<file path="src/rtl/demux_stream_nch.sv">
// One-input, NUM_CH-output stream demultiplexer with one output register per channel.
// Optional per-channel delivered-beat counters are built when DEMUX_CNT_EN is defined.
module demux_stream_nch #(
  parameter int BUS_WIDTH = 8,
  parameter int NUM_CH    = 4,
  parameter int SEL_WIDTH = 2
) (
  input  logic                        clk,
  input  logic                        rst_n,
  input  logic [BUS_WIDTH-1:0]        in_data,
  input  logic [SEL_WIDTH-1:0]        in_sel,
  input  logic                        in_valid,
  output logic                        in_ready,
  output logic [NUM_CH*BUS_WIDTH-1:0] out_data,
  output logic [NUM_CH-1:0]           out_valid,
  input  logic [NUM_CH-1:0]           out_ready,
  output logic                        sel_err
`ifdef DEMUX_CNT_EN
  ,
  output logic [NUM_CH*16-1:0]        beat_cnt
`endif
);

  logic [NUM_CH-1:0]           valid_q, valid_d;
  logic [NUM_CH*BUS_WIDTH-1:0] data_q, data_d;
  logic                        sel_err_q, sel_err_d;
  logic [NUM_CH-1:0]           load;
  logic [NUM_CH-1:0]           pop;
  logic                        sel_hit;

  // An out-of-range select never matches a channel, so in_ready stays 1 and the beat is dropped.
  always_comb begin
    in_ready = 1'b1;
    sel_hit  = 1'b0;
    for (int k = 0; k < NUM_CH; k++) begin
      if (in_sel == SEL_WIDTH'(k)) begin
        sel_hit  = 1'b1;
        in_ready = ~valid_q[k] | out_ready[k];
      end
    end
  end

  always_comb begin
    valid_d   = valid_q;
    data_d    = data_q;
    load      = '0;
    pop       = valid_q & out_ready;
    sel_err_d = sel_err_q | (in_valid & ~sel_hit);
    for (int k = 0; k < NUM_CH; k++) begin
      load[k]    = in_valid & in_ready & (in_sel == SEL_WIDTH'(k));
      valid_d[k] = load[k] | (valid_q[k] & ~out_ready[k]);
      if (load[k]) begin
        data_d[k*BUS_WIDTH +: BUS_WIDTH] = in_data;
      end
    end
  end

  always_ff @(posedge clk or negedge rst_n) begin
    if (!rst_n) begin
      valid_q   <= '0;
      data_q    <= '0;
      sel_err_q <= 1'b0;
    end else begin
      valid_q   <= valid_d;
      data_q    <= data_d;
      sel_err_q <= sel_err_d;
    end
  end

  assign out_valid = valid_q;
  assign out_data  = data_q;
  assign sel_err   = sel_err_q;

`ifdef DEMUX_CNT_EN
  logic [NUM_CH*16-1:0] cnt_q, cnt_d;

  always_comb begin
    cnt_d = cnt_q;
    for (int k = 0; k < NUM_CH; k++) begin
      cnt_d[k*16 +: 16] = cnt_q[k*16 +: 16] + 16'(pop[k]);
    end
  end

  always_ff @(posedge clk or negedge rst_n) begin
    if (!rst_n) begin
      cnt_q <= '0;
    end else begin
      cnt_q <= cnt_d;
    end
  end

  assign beat_cnt = cnt_q;
`endif

endmodule

</file>
<file path="config.mk">
export PLATFORM = sky130hd
export DESIGN_NAME = demux_stream_nch
export DESIGN_NICKNAME = d
export VERILOG_FILES = /design/src/rtl/demux_stream_nch.sv
export SDC_FILE = /design/constraint.sdc
export NUM_CORES = 1
export LEC_CHECK = 0
export CAP_MARGIN = 20
export CORE_MARGIN = 10
export CORE_UTILIZATION = 35
export CTS_CLUSTER_SIZE = 12
export DETAILED_ROUTE_END_ITERATION = 8
export DONT_BUFFER_PORTS = 1
export PLACE_DENSITY_LB_ADDON = 0.1
export SLEW_MARGIN = 40
export SYNTH_ARGS = -nofsm -noshare
export SYNTH_HDL_FRONTEND = slang
export SYNTH_SLANG_ARGS = --single-unit
</file>
<file path="constraint.sdc">
create_clock -name clk -period 1.2 [get_ports clk]
set_input_delay 0.3 -clock clk [delete_from_list [all_inputs] [get_ports clk]]
set_output_delay 0.3 -clock clk [all_outputs]
set_load 0.005 [all_outputs]
</file>
==> reports/results.ini, run 1 <==
[cts]
clockBufferDepth = 2
clock_latency_ps = 280
h-tree-depth = 2
cts.sink_count = 37
clk_pin_slew_ps = 70
cts_tree = yes
numCtsBuffers = 5
root_buffer = clkbuf_8

[yosys]
synthArstFlopShare_pct = 100
avgSynthCellArea_sq_um = 16.0
synthDominantCellAreaShare_pct = 65.0
synth_edf_count = 0
yosys.cell_count.top_type = dfrtp_1
synth_common_cells = dfrtp_1, mux2_2, nand2_1, nand2b_1
synth-main-ff-cell = dfrtp_1
synth_area_sq_um = 1430
synth_area_leader_cell = dfrtp_1
synth_area_leaders = dfrtp_1, mux2_2, nand2b_1, mux4_2, nand2_1
syn_inst = 89
ys_ff_latch = 37
yosys_warnings = 0
yosysUniqueCellTypes = 13
synth_fp_nets = 106
synth_seq_area_share_pct = 65.0

[setup_path]
slowest_delay_ps = 480
crit_type = reg2out
r2r_cells = 5
reg2reg_from = out_valid[2]$_DFF_PN0_
crit_arrival_ps = 1230
cp_cell_sequence = nand2b_4, mux4_2
cp_slowest_cell = mux4_2
r2r_slack_ps = -120
critPathLaunchType = flop
path_max_fanout = 2
cp_top_family = multiplexers
crit_buf_inv = 0
critical_path.startpoint = out_valid[3]$_DFF_PN0_
path_depth = 2
crit_path_end = in_ready
reg2reg_to = out_data[18]$_DFFE_PN0P_
worst_setup_path_end_kind = output pin
worstPathRequired_ps = 900

[sta]
hold_violations = 0
rsz0062_at_grt = yes
relSlewSlack_pct = 86.1
finalSetupViolCount = 34
min_period_over_period_pct = 127
fin_worst_skew_ps = 3.58
slew_violations = 0
layout_min_cycle_time_ps = 1530
worst_slack_ps = -325
tightest_slew_ps = 207
max_freq_mhz = 656

[layout]
stdcell_count = 164
final_area_sq_um = 1910
fin_nets = 130
syn_to_final_growth_pct = 34.3
diodes = 0
layout-drive-gt1-share_pct = 58.8

[place]
dp_hpwl_mm = 2.49
gp_congestion = 0.753
place_inst = 149
placed_area_sq_um = 1590
numPortBuffers = 0

[grt]
overflow = 0
grt_max_degree = 38
grt_pass1_vias = 929
antenna_found_initial = 0
grt.total_usage_pct = 9.96
grt_pass1_wl_mm = 5.52

[route]
ant_nets = 0
drt_iter0_markers = 31
vias = 803
dr.pass1.iters = 2
wl_mm = 3.42
wl_per_cell_um = 20.8
drc = 0
viasPerCell = 4.90

[floorplan]
floorplan.initialDensity_pct = 35.9
fp.dieArea_sq_um = 7020
die_w_um = 83.8
rows = 23
pin_count = 55
coreArea_sq_um = 3970
die_height_um = 83.8

[hold_path]
hp-class = in2reg
hold_start = in_sel[1]

[pwr]
vdd_drop_max_mv = 0.780
p_leak_nw = 0.903
power.total_mw = 3.13
power.density_nw_per_um2 = 1630

[flow_run]
cap_violations = 0

[run_status]
outcome = complete, but fails checks
violations = setup timing

## sequential cells by signal (all words and copies together), names as in the netlist
name / cells
out_data: 32
out_valid: 4
sel_err: 1
## through the flow
step	TNS, ps	hold WS (ps)	worst slack [ps]	util [%]
after CTS	-2570	-307	-334	46.9
after global placement	-2170	5.65	-124	40.0
after global routing	-4510	110	-373	48.2
after detailed placement	-2230	5.73	-118	40.0
final	-3080	115	-325	48.2
after floorplan	-732	4.41	-91.1	-
## metal layers
layer | vias up | global-route usage (%) | wire [um]
met2 | 37 | 14.7 | 1600
met4 | 0 | 4.57 | 21
met1 | 410 | 11.1 | 1360
met5 | - | 0 | 0
met3 | 3 | 6.15 | 429
li1 | 353 | - | -
## repair_timing
action / 4_1_cts / 5_1_grt
pin swaps: 0 / 1
gates resized for setup: 38 / 2
endpoints found under the hold margin: 37 / 37
setup endpoints to repair: 26 / 33
setup buffers: 3 / 2
## power by group
group / switching (mW) / internal (mW)
Combinational: 0.137 / 0.356
Clock: 0.420 / 0.519
Sequential: 0.208 / 1.49
## cell families (layout without fill, tap and decap cells)
logic type	after synthesis	after routing	synth area share, %
muxes	33	33	26.9
DFF	37	37	65.0
buffers and inverters	3	28	0.966
and+or+nand+nor	15	15	6.85
AOI/OAI and AO/OA	1	1	0.351
## cell usage in the layout, fill, tap and decap left out, drive strengths merged
| cell | synthesis | routed |
|---|---|---|
| and3 | 1 | 1 |
| nand2 | 5 | 5 |
| nor2b | 2 | 2 |
| nand3b | 1 | 1 |
| dfrtp | 37 | 37 |
| dlygate4sd3 | 0 | 1 |
| nand3 | 1 | 1 |
| nand2b | 4 | 4 |
| clkbuf | 1 | 7 |
| o21ai | 1 | 1 |
| mux4 | 1 | 1 |
| clkinv | 0 | 1 |
| buf | 2 | 19 |
| mux2 | 32 | 32 |
| nor3b | 1 | 1 |
## cell type report
| cell class | instances | area, sq um |
|---|---|---|
| clock inverters | 1 | 5.00 |
| flip-flops and latches | 37 | 926 |
| repair buffers | 20 | 206 |
| clock buffers | 7 | 96.3 |
| multi-input cells | 49 | 618 |
| fillers | 354 | 2060 |
| well taps | 50 | 62.6 |
## worst min-delay path by stage
stage	endpoint	depth (start not counted)	slack [ps]
CTS	out_data[7]$_DFFE_PN0P_	0	-310
global placement	out_valid[0]$_DFF_PN0_	0	6
floorplan	out_data[0]$_DFFE_PN0P_	0	4
detailed placement	out_valid[0]$_DFF_PN0_	0	6
finish	out_valid[1]$_DFF_PN0_	1	120
global route	out_valid[1]$_DFF_PN0_	1	110
Note: power is estimated with default switching activity, not from simulation.
==> run 2, diff against run 1 <==
--- a/config.mk
+++ b/config.mk
@@ -11,7 +11,6 @@
 export CTS_CLUSTER_SIZE = 12
 export DETAILED_ROUTE_END_ITERATION = 8
 export DONT_BUFFER_PORTS = 1
-export PLACE_DENSITY_LB_ADDON = 0.1
 export SLEW_MARGIN = 40
 export SYNTH_ARGS = -nofsm -noshare
 export SYNTH_HDL_FRONTEND = slang
==> reports/results.ini, run 2 (synthesis gave the netlist of run 1 again) <==
[grt]
grt_pass1_vias = 949  ; was 929
overflow = 0  ; unchanged
grt_pass1_wl_mm = 5.75  ; was 5.52 mm
antenna_found_initial = 0  ; unchanged
grt_max_degree = 38  ; unchanged
grt.total_usage_pct = 10.4  ; was 9.96%

[sta]
whs_ps = 121  ; was 115 ps
hold_violations = 0  ; unchanged
tightest_slew_ps = 211  ; was 207 ps
finalSetupViolCount = 34  ; unchanged
layout_min_cycle_time_ps = 1530  ; about the same
min_period_over_period_pct = 128  ; was 127%
max_freq_mhz = 652  ; was 656 MHz
fin_setup_tns_ps = -3590  ; was -3080 ps
relSlewSlack_pct = 85.9  ; was 86.1%
rsz0062_at_grt = yes  ; unchanged
slew_violations = 0  ; unchanged
worst_slack_ps = -333  ; was -325 ps
fin_worst_skew_ps = 5.72  ; was 3.58 ps

[layout]
stdcell_count = 164  ; unchanged
layout-drive-gt1-share_pct = 57.9  ; was 58.8%
fin_nets = 131  ; was 130
fillers = 355  ; was 354
mostFrequentLayoutCell = dfrtp_1  ; unchanged
diodes = 0  ; unchanged
syn_to_final_growth_pct = 32.4  ; was 34.3%
largest_reg_flops = 32  ; unchanged
final_cell_mix = dfrtp_1, mux2_4, mux2_2, buf_6, buf_4  ; was dfrtp_1, mux2_4, buf_6

[route]
vias = 843  ; was 803
drt_iter0_markers = 46  ; was 31
ant_nets = 0  ; unchanged
viasPerCell = 5.14  ; was 4.90
dr.pass1.iters = 4  ; was 2
wl_per_cell_um = 22.3  ; was 20.8 um
wl_mm = 3.66  ; was 3.42 mm
drc = 0  ; unchanged

[setup_path]
path_max_fanout = 2  ; unchanged
reg2reg_to = out_data[27]$_DFFE_PN0P_  ; was out_data[18]$_DFFE_PN0P_
reg2reg_from = out_valid[3]$_DFF_PN0_  ; was out_valid[2]$_DFF_PN0_
worstPathRequired_ps = 900  ; about the same
worst_setup_path_end_kind = output pin  ; unchanged
r2r_cells = 6  ; was 5
crit_arrival_ps = 1230  ; about the same
critPathLaunchType = flop  ; unchanged
crit_type = reg2out  ; unchanged
r2r_slack_ps = -180  ; was -120 ps

[hold_path]
holdPathStages = 1  ; unchanged
hp-class = in2reg  ; unchanged
hold_start = in_sel[1]  ; unchanged
hold_path_end = out_valid[1]$_DFF_PN0_  ; unchanged

[floorplan]
floorplan.initialDensity_pct = 35.9  ; unchanged
coreArea_sq_um = 3970  ; unchanged
rows = 23  ; unchanged
die_w_um = 83.8  ; unchanged
die_height_um = 83.8  ; unchanged
fp.dieArea_sq_um = 7020  ; unchanged
pin_count = 55  ; unchanged

[cts]
clk_pin_slew_ps = 70  ; about the same
h-tree-depth = 2  ; unchanged
clockBufferDepth = 2  ; unchanged
numCtsBuffers = 5  ; unchanged
root_buffer = clkbuf_8  ; unchanged
cts.sink_count = 37  ; unchanged
cts_tree = yes  ; unchanged
clock_latency_ps = 280  ; about the same

[pwr]
vdd_drop_max_mv = 0.766  ; was 0.780 mV
intPower_mw = 2.24  ; was 2.36 mW
power.total_mw = 3.01  ; was 3.13 mW
p_leak_nw = 0.883  ; was 0.903 nW
comb_power_share_pct = 16.3  ; was 15.8%
p_sw_mw = 0.773  ; was 0.764 mW
p_sw_share_pct = 25.7  ; was 24.4%
power.density_nw_per_um2 = 1600  ; was 1630 nW/um^2
seq_power_share_pct = 56.6  ; was 54.2%
power.share.clock_pct = 27.1  ; was 30.0%

[place]
pre_cts_ws_ps = -115  ; was -118 ps
place_inst = 150  ; was 149
dp_hpwl_mm = 2.67  ; was 2.49 mm
numPortBuffers = 0  ; unchanged
gp_congestion = 0.715  ; was 0.753

[flow_run]
cap_violations = 0  ; unchanged

[run_status]
outcome = complete, but fails checks  ; unchanged
violations = setup timing  ; unchanged

run 2: area by class of cell:
type,count,area (sq um),share of cell area [%]
Tap cell,50,62.6,3.32
Clock buffer,6,72.6,3.85
Clock inverter,1,8.76,0.464
Timing Repair Buffer,21,210,11.1
Multi-Input combinational cell,49,607,32.2
Sequential cell,37,926,49.1
run 2: how the worst max path moves through the flow:
stage                                      start                  endpoint  slack (ps)  cells past startpoint
after global routing      out_valid[1]$_DFF_PN0_                  in_ready        -370                      2
after floorplan           out_valid[1]$_DFF_PN0_  out_data[10]$_DFFE_PN0P_         -90                      3
final                     out_valid[3]$_DFF_PN0_                  in_ready        -330                      2
after global placement    out_valid[3]$_DFF_PN0_  out_data[30]$_DFFE_PN0P_        -100                      4
after detailed placement                in_valid  out_data[22]$_DFFE_PN0P_        -120                      4
after CTS                 out_valid[3]$_DFF_PN0_                  in_ready        -340                      2
run 2: power groups by stage:
stage / logic, mW / clock network [mW] / registers [mW]
final: 0.491 / 0.816 / 1.70
after global routing: 0.532 / 0.920 / 1.74
after CTS: 0.443 / 0.848 / 1.71
after detailed placement: 0.329 / 0 / 1.73
after global placement: 0.313 / 0 / 1.72
after floorplan: 0.257 / 0 / 1.64
run 2: worst max-delay path: stages, from the launching register on:
cell and delay (ps):
dfrtp_1 400, nand2b_4 60, mux4_2 490
run 2: stage by stage:
step | utilization, % | cell area, sq um
floorplan | - | 1450
global placement | 40.2 | 1600
detailed placement | 40.2 | 1600
CTS | 45.5 | 1810
global route | 47.5 | 1890
finish | 47.5 | 1890
run 2: per-layer routing:
layer	part of all wire (%)	track usage, %
met1	38	11.4
met2	50	16.0
met3	12	6.93
met4	0.68	3.20
met5	0	0
run 2: what timing repair did:
| action | 4_1_cts | 5_1_grt |
|---|---|---|
| pin swaps | 0 | 0 |
| gates resized for setup | 30 | 6 |
| hold endpoints to repair | 37 | 37 |
| setup buffers | 2 | 3 |
| setup endpoints to repair | 26 | 34 |
==> run 3, diff against run 2 <==
--- a/config.mk
+++ b/config.mk
@@ -6,11 +6,14 @@
 export NUM_CORES = 1
 export LEC_CHECK = 0
 export CAP_MARGIN = 20
+export CELL_PAD_IN_SITES_DETAIL_PLACEMENT = 1
+export CELL_PAD_IN_SITES_GLOBAL_PLACEMENT = 1
 export CORE_MARGIN = 10
 export CORE_UTILIZATION = 35
 export CTS_CLUSTER_SIZE = 12
 export DETAILED_ROUTE_END_ITERATION = 8
 export DONT_BUFFER_PORTS = 1
+export PLACE_DENSITY_LB_ADDON = 0.1
 export SLEW_MARGIN = 40
 export SYNTH_ARGS = -nofsm -noshare
 export SYNTH_HDL_FRONTEND = slang
==> reports/results.ini, run 3 (synthesis gave the netlist of run 1 again) <==
[run_status]
outcome = complete, but fails checks  ; unchanged
violations = setup timing  ; unchanged

[pwr]
power.total_mw = 3.01  ; about the same
comb_power_share_pct = 16.5  ; was 16.3%
p_leak_nw = 0.886  ; was 0.883 nW
seq_power_share_pct = 56.6  ; about the same
p_sw_mw = 0.764  ; was 0.773 mW
vdd_drop_max_mv = 0.867  ; was 0.766 mV
intPower_mw = 2.24  ; about the same
power.share.clock_pct = 26.9  ; was 27.1%
power.density_nw_per_um2 = 1600  ; about the same
p_sw_share_pct = 25.4  ; was 25.7%

[floorplan]
die_w_um = 83.8  ; unchanged
fp.dieArea_sq_um = 7020  ; unchanged
coreArea_sq_um = 3970  ; unchanged
floorplan.initialDensity_pct = 35.9  ; unchanged
pin_count = 55  ; unchanged
die_height_um = 83.8  ; unchanged
rows = 23  ; unchanged

[setup_path]
crit_arrival_ps = 1240  ; was 1230 ps
slowest_delay_ps = 490  ; about the same
cp_slowest_cell = mux4_2  ; unchanged
critPathLaunchType = flop  ; unchanged
worstPathRequired_ps = 900  ; about the same
crit_type = reg2out  ; unchanged
crit_buf_inv = 0  ; unchanged
path_max_fanout = 2  ; unchanged
cp_top_family = multiplexers  ; unchanged
worst_setup_path_end_kind = output pin  ; unchanged
cp_cell_sequence = nand2b_4, mux4_2  ; unchanged

[place]
gp_congestion = 0.732  ; was 0.715
numPortBuffers = 0  ; unchanged
dp_hpwl_mm = 2.70  ; was 2.67 mm

[sta]
max_freq_mhz = 651  ; was 652 MHz
fin_worst_skew_ps = 5.25  ; was 5.72 ps
fin_setup_tns_ps = -4270  ; was -3590 ps
relSlewSlack_pct = 85.2  ; was 85.9%
finalSetupViolCount = 33  ; was 34
min_period_over_period_pct = 128  ; about the same
tightest_slew_ps = 222  ; was 211 ps
worst_slack_ps = -336  ; was -333 ps
layout_min_cycle_time_ps = 1540  ; was 1530 ps
rsz0062_at_grt = yes  ; unchanged
hold_violations = 0  ; unchanged
slew_violations = 0  ; unchanged

[cts]
cts_tree = yes  ; unchanged
numCtsBuffers = 5  ; unchanged
clk_pin_slew_ps = 70  ; about the same
h-tree-depth = 2  ; unchanged
cts.sink_count = 37  ; unchanged
root_buffer = clkbuf_8  ; unchanged
clockBufferDepth = 2  ; unchanged
clock_latency_ps = 280  ; about the same

[grt]
antenna_found_initial = 0  ; unchanged
grt.total_usage_pct = 10.5  ; was 10.4%
grt_pass1_wl_mm = 5.68  ; was 5.75 mm
overflow = 0  ; unchanged
grt_pass1_vias = 941  ; was 949
grt_max_degree = 38  ; unchanged

[route]
drc = 0  ; unchanged
drt_iter0_markers = 14  ; was 46
vias = 824  ; was 843
wl_per_cell_um = 22.6  ; was 22.3 um
viasPerCell = 5.06  ; was 5.14
ant_nets = 0  ; unchanged
wl_mm = 3.69  ; was 3.66 mm
dr.pass1.iters = 3  ; was 4

[layout]
layout-drive-gt1-share_pct = 57.5  ; was 57.9%
fin_nets = 129  ; was 131
diodes = 0  ; unchanged
syn_to_final_growth_pct = 32.2  ; was 32.4%
final_cell_mix = dfrtp_1, mux2_4, buf_4, buf_6, mux2_2  ; was dfrtp_1, mux2_4, mux2_2, buf_6, buf_4
mostFrequentLayoutCell = dfrtp_1  ; unchanged
largest_reg_flops = 32  ; unchanged

[hold_path]
hp-class = in2reg  ; unchanged

[flow_run]
cap_violations = 0  ; unchanged

[run 3: changes by cell type in the layout (fill, tap and decap cells not counted), moves of 2 or more]
cell      change
mux2_2        -3
mux2_4        +3
buf_6         -2
clkinv_2      +2
[run 3: power groups by stage]
stage | Combinational, mW | Clock [mW] | Sequential (mW)
4_1_cts | 0.453 | 0.857 | 1.72
2_1_floorplan | 0.257 | 0 | 1.64
5_1_grt | 0.533 | 0.911 | 1.74
3_5_place_dp | 0.328 | 0 | 1.73
3_3_place_gp | 0.311 | 0 | 1.73
6_report | 0.495 | 0.809 | 1.70
[run 3: path summary, 6_finish.rpt]
kind / startpoint / end / slack, ps / cells past startpoint
min in group asynchronous: rst_n / out_data[27]$_DFFE_PN0P_ / 500 / 2
setup reg to reg: out_valid[3]$_DFF_PN0_ / out_data[25]$_DFFE_PN0P_ / -230 / 6
max in group asynchronous: rst_n / out_data[23]$_DFFE_PN0P_ / 500 / 2
hold reg to reg: sel_err$_DFF_PN0_ / sel_err$_DFF_PN0_ / 410 / 0
setup / recovery: out_valid[3]$_DFF_PN0_ / in_ready / -340 / 2
hold / removal: in_sel[1] / out_valid[2]$_DFF_PN0_ / 130 / 2
[run 3: what timing repair did]
item                                    in CTS  in global routing
hold endpoints to repair                    37                 37
setup buffers                                4                  1
gates resized for setup                     33                  6
pin swaps                                    1                  0
gates cloned                                 0                  0
endpoints found under the setup margin      25                 33
[run 3: layout make-up]
| cell class | count | area, sq um |
|---|---|---|
| multi-input cells | 49 | 618 |
| flip-flops and latches | 37 | 926 |
| repair buffers | 19 | 195 |
| fillers | 386 | 2090 |
| clock inverters | 2 | 10.0 |
| clock buffers | 6 | 72.6 |
| well taps | 50 | 62.6 |
[run 3: layer usage]
metal	vias to the layer above	global-route usage (%)	routed length, um
li1	356	-	-
met1	430	10.6	1410
met2	34	16.6	1810
met3	4	7.13	410
met4	0	4.11	53
met5	-	0	0
[run 3: worst reg2reg max path: cells and delay by family, from the launching register on]
family | cells | cell delay [ps]
and+or+nand+nor | 2 | 250
buffers and inverters | 3 | 340
DFF | 1 | 410
muxes | 1 | 300
[run 3: per-stage QoR]
stage	area, sq um	util (%)	hold WS [ps]	std cells	worst slack, ps
final	1880	47.4	135	163	-336
after global routing	1880	47.4	128	163	-393
after CTS	1820	45.8	-308	160	-349
after detailed placement	1590	40.0	6.20	149	-138
after global placement	1590	40.0	5.70	149	-157
after floorplan	1450	-	4.41	89	-91.1
